==> src/rtl/mem_arbiter.sv <==
// rtl/mem_arbiter.sv - Arbiter sharing one single-port memory between instruction fetch and load/store
//
// Ports:
//   clk, rst_n                    clock, asynchronous active-low reset
//   IReq, IAddr, IFlush           fetch request, fetch address, fetch redirect
//   IRdata, IValid                returned instruction word and its one-cycle valid pulse
//   DReq, DWe, DAddr, DWdata      data request, store select, data address, store data
//   DRdata, DValid                load result and its one-cycle completion pulse
//   MemReq, MemWe, MemAddr,
//   MemWdata                      registered request towards the shared memory
//   MemRdata, MemAck              memory read data and completion pulse
//   StallF                        fetch stall: IReq and not IValid (combinational)

module mem_arbiter #(
  parameter int DATA_WIDTH     = 32,
  parameter int MAX_DATA_BURST = 4
) (
  input  logic                  clk,
  input  logic                  rst_n,
  input  logic                  IReq,
  input  logic [DATA_WIDTH-1:0] IAddr,
  input  logic                  IFlush,
  output logic [31:0]           IRdata,
  output logic                  IValid,
  input  logic                  DReq,
  input  logic                  DWe,
  input  logic [DATA_WIDTH-1:0] DAddr,
  input  logic [DATA_WIDTH-1:0] DWdata,
  output logic [DATA_WIDTH-1:0] DRdata,
  output logic                  DValid,
  output logic                  MemReq,
  output logic                  MemWe,
  output logic [DATA_WIDTH-1:0] MemAddr,
  output logic [DATA_WIDTH-1:0] MemWdata,
  input  logic [DATA_WIDTH-1:0] MemRdata,
  input  logic                  MemAck,
  output logic                  StallF
);

  localparam int CW = (MAX_DATA_BURST < 1) ? 1 : $clog2(MAX_DATA_BURST + 1);
  localparam logic [CW-1:0] BURST_MAX = CW'(MAX_DATA_BURST);

  typedef enum logic [1:0] {
    IDLE,
    IBUSY,
    DBUSY
  } state_t;

  state_t        state;
  logic [CW-1:0] burst_cnt;
  logic          fetch_killed;  // a redirect arrived while this fetch was in flight
  logic          data_first;
  logic [31:0]   fetch_word;

  // Data wins unless the fetch side has already waited out a full data burst.
  assign data_first = DReq && (!IReq || (burst_cnt < BURST_MAX));
  assign fetch_word = 32'(MemRdata);
  assign StallF     = IReq && !IValid;

  always_ff @(posedge clk or negedge rst_n) begin
    if (!rst_n) begin
      state        <= IDLE;
      burst_cnt    <= '0;
      fetch_killed <= 1'b0;
      MemReq       <= 1'b0;
      MemWe        <= 1'b0;
      MemAddr      <= '0;
      MemWdata     <= '0;
      IRdata       <= '0;
      IValid       <= 1'b0;
      DRdata       <= '0;
      DValid       <= 1'b0;
    end else begin
      IValid <= 1'b0;
      DValid <= 1'b0;
      case (state)
        IDLE: begin
          if (data_first) begin
            state    <= DBUSY;
            MemReq   <= 1'b1;
            MemWe    <= DWe;
            MemAddr  <= DAddr;
            MemWdata <= DWdata;
            // Only data grants that make a waiting fetch wait longer count.
            if (IReq) begin
              if (burst_cnt != BURST_MAX) burst_cnt <= burst_cnt + 1'b1;
            end else begin
              burst_cnt <= '0;
            end
          end else if (IReq) begin
            state        <= IBUSY;
            MemReq       <= 1'b1;
            MemWe        <= 1'b0;
            MemAddr      <= IAddr;
            burst_cnt    <= '0;
            fetch_killed <= 1'b0;
          end
        end
        IBUSY: begin
          if (MemAck) begin
            state  <= IDLE;
            MemReq <= 1'b0;
            MemWe  <= 1'b0;
            // A flush seen earlier or on the ack edge itself discards the word.
            if (!fetch_killed && !IFlush) begin
              IValid <= 1'b1;
              IRdata <= fetch_word;
            end
          end else if (IFlush) begin
            fetch_killed <= 1'b1;
          end
        end
        DBUSY: begin
          if (MemAck) begin
            state  <= IDLE;
            MemReq <= 1'b0;
            MemWe  <= 1'b0;
            DValid <= 1'b1;
            if (!MemWe) DRdata <= MemRdata;
          end
        end
        default: begin
          state  <= IDLE;
          MemReq <= 1'b0;
          MemWe  <= 1'b0;
        end
      endcase
    end
  end

endmodule

==> config.mk <==
export PLATFORM = sky130hd
export DESIGN_NAME = mem_arbiter
export DESIGN_NICKNAME = d
export VERILOG_FILES = /design/src/rtl/mem_arbiter.sv
export SDC_FILE = /design/constraint.sdc
export NUM_CORES = 1
export LEC_CHECK = 0
export ABC_AREA = 1
export CORE_ASPECT_RATIO = 1.75
export CORE_MARGIN = 2
export CORE_UTILIZATION = 40
export CTS_BUF_LIST = sky130_fd_sc_hd__clkbuf_4 sky130_fd_sc_hd__clkbuf_8
export CTS_CLUSTER_DIAMETER = 60
export DETAILED_ROUTE_END_ITERATION = 10
export PLACE_DENSITY = 0.78
export SLEW_MARGIN = 25
export SYNTH_ARGS = -nofsm -noshare
export SYNTH_HDL_FRONTEND = slang
export SYNTH_SLANG_ARGS = --single-unit
==> constraint.sdc <==
create_clock -name clk -period 1.9 [get_ports clk]
set_input_delay 0.19 -clock clk [delete_from_list [all_inputs] [get_ports clk]]
set_output_delay 0.19 -clock clk [all_outputs]
set_load 0.02 [all_outputs]
==> flow_summary.yaml <==
outcome:
  outcome: "finished clean"
die:
  ios: 268
  die_w_microns: 96.0
  fp.dieH_microns: 165
  initial_core_util: 0.410
  die_area_sq_um: 15800
  rows: 58
  core_sq_um: 14400
cts:
  cts_made_buffers: 17
  cts.repair.resized: 0
  cts_tree: "built"
  clock_latency_ns: 0.43
  htree_num_levels: 4
  cts.sinks: 138
  post_cts.repair.setup_buffers: 0
  cts_root_buf: "clkbuf_8"
  clk_pin_slew_ns: 0.08
  cts.path.max_buffers: 2
finish:
  antenna_cells: 0
  syn2layout_area_growth_pct: 56.1
  nets: 1095
  stdcell_count: 1147
  fillers: 1223
  finish.utilization: 0.641
  drive_gt1_frac: 0.0827
  multi_input_comb_area_sq_um: 2050
  regArea_sq_um: 3450
timing:
  hold_viol: 0
  worstMarginPinSlew_ns: 0.562
  tns_ns: 0
  relSlewSlack: 0.625
  fmax_mhz: 588
  skew_ns: 0.0126
  maxSlewViolCount: 0
  setup_viol: 0
  rsz0062_at_grt: "false"
  fin_ws_ns: 0.200
  fin_crit_ns: 1.70
  finalCritPeriodShare: 0.895
placement:
  place_inst: 1115
  hpwl_mm: 12.4
  gp_congestion: 0.830
  portBuffers: 267
  preCtsSetupSlack_ns: 0.151
pwr:
  vdd_drop_max_mv: 0.840
  combPwrFrac: 0.480
  seqPwrFrac: 0.335
  power.switching_mw: 5.76
  swShare: 0.387
  power.density_nw_per_um2: 1610
  total_power_mw: 14.9
  pwr-share-clk: 0.186
  power.internal_mw: 9.11
  power.leakage_nw: 4.58
synthesis:
  synth_area_leaders: "dfrtp_1 58%, nand2_1 21%, nand3_1 3.1%"
  synth_top_area_frac: 0.583
  yosysTopAreaCell: "dfrtp_1"
  synthArstFlopShare: 1.00
  synth-seq-cells: 138
  synth.distinct_cells: 22
  ys.flop_type: "dfrtp_1"
  synth_edf_count: 0
  yosysWarningCount: 0
  yosysSeqAreaShare: 0.583
  yosysMostFrequentCell: "nand2_1"
  postSynthCellCount: 687
  synthTopCellsByCount: "339 x nand2_1, 138 x dfrtp_1, 43 x inv_1"
  syn-cell-area_sq_um: 5930
  avgSynthCellArea_sq_um: 8.63
  syn-num-nets: 827
global_routing:
  grt_first_pass_wirelength_mm: 26.2
  antenna_found_initial: 0
  grt_usage: 0.217
  grt_pass1_vias: 5278
  grt.overflow.total: 0
  grt_max_degree: 66
run:
  maxCapViolCount: 0
setup_path:
  crit_fanout: 2
  r2r_slack_ns: 0.21
  cp.required_ns: 1.71
  r2r_cells: 6
  worst_setup_path_end_kind: "primary output"
  worstSetupStartpointType: "flop"
  critPathArrivalTime_ns: 1.51
  worst-setup-path-type: "reg -> out"
detailed_routing:
  dr_wl_met2_mm: 9.04
  top_layer: "met4"
  drtIter0Drc: 228
  vias_per_cell: 4.62
  drt_wl_total_mm: 17.0
  drc_errors: 0
  firstDrtPassIters: 4
  ant_nets: 0
  wl_met3_mm: 1.03
  vias: 5301
  met1_length_mm: 6.26
  wire_per_inst_microns: 14.8
worst_hold_path:
  hold_depth: 3
  min_path_type: "in -> reg"
[logic make-up (layout without fill, tap and decap cells)]
kind of cell               count (synthesis)  in the layout  share of synthesized area
and+or+nand+nor                          390            390                      0.262
buffers and inverters                     83            363                     0.0724
adders and majority gates                  5              5                     0.0106
DFF                                      138            138                      0.583
AOI/OAI and AO/OA                         71             71                     0.0726
[power by group through the flow]
stage               Clock (mW)  Sequential, mW  Combinational (mW)
floorplan                    0            6.57                2.08
global placement             0            4.97                7.09
detailed placement           0            5.01                7.22
CTS                       2.84            4.98                7.24
global route              2.99            5.14                7.69
finish                    2.76            4.98                7.13
[per-stage QoR]
stage	cell area (sq um)	hold WS [ns]
after floorplan	5930	-0.106
after global placement	8780	0.191
after detailed placement	8780	0.193
after CTS	9250	0.250
after global routing	9250	0.267
final	9250	0.285
[worst paths after layout]
check,startpoint,to
worst max-delay path,IValid,StallF
worst min-delay path,DWdata[20],MemWdata[20]
worst max register to register,state[0],burst_cnt[1]
worst min register to register,fetch_killed,fetch_killed
max in group asynchronous,rst_n,IRdata[31]
min in group asynchronous,rst_n,MemAddr[8]
[per-layer routing]
layer / vias up / track usage
li1: 2654 / -
met3: 40 / 0.0566
met4: 0 / 0.110
met1: 2427 / 0.233
met2: 180 / 0.383
met5: - / 0
[cell usage in the layout, fill, tap and decap left out, types with 2 or more instances in the layout]
master	n
buf_12	6
buf_4	12
bufinv_16	5
clkbuf_8	17
clkdlybuf4s50_1	266
clkinv_4	4
clkinvlp_4	2
dfrtp_1	138
ha_1	5
inv_1	43
inv_2	3
inv_6	2
nand2_1	339
nand3_1	36
nand4_1	2
nor2_1	6
o21ai_0	37
o21ai_1	14
o21ai_2	20
[sequential cells by signal (all words and copies together) (netlist names)]
name          count
DRdata           32
IValid            1
MemReq            1
MemWe             1
state             2
burst_cnt         3
MemAddr          32
MemWdata         32
IRdata           32
DValid            1
fetch_killed      1
[layout make-up]
class | count | share of cell area
Sequential cell | 138 | 0.373
Timing Repair Buffer | 286 | 0.313
Multi-Input combinational cell | 466 | 0.221
Clock buffer | 18 | 0.0261
Tap cell | 180 | 0.0243
Clock inverter | 13 | 0.0235
Inverter | 46 | 0.0187
[critical path, stage by stage, from the launching register on]
cell and delay, ns:
dfrtp_1 0.39, nor2_1 0.10, clkdlybuf4s50_1 0.60
[timing repair]
| action | 4_1_cts | 5_1_grt |
|---|---|---|
| hold buffers | 1 | 0 |
| endpoints found under the hold margin | 45 | 0 |
| setup endpoints to repair | 0 | 0 |
Note: power is estimated with default switching activity, not from simulation.
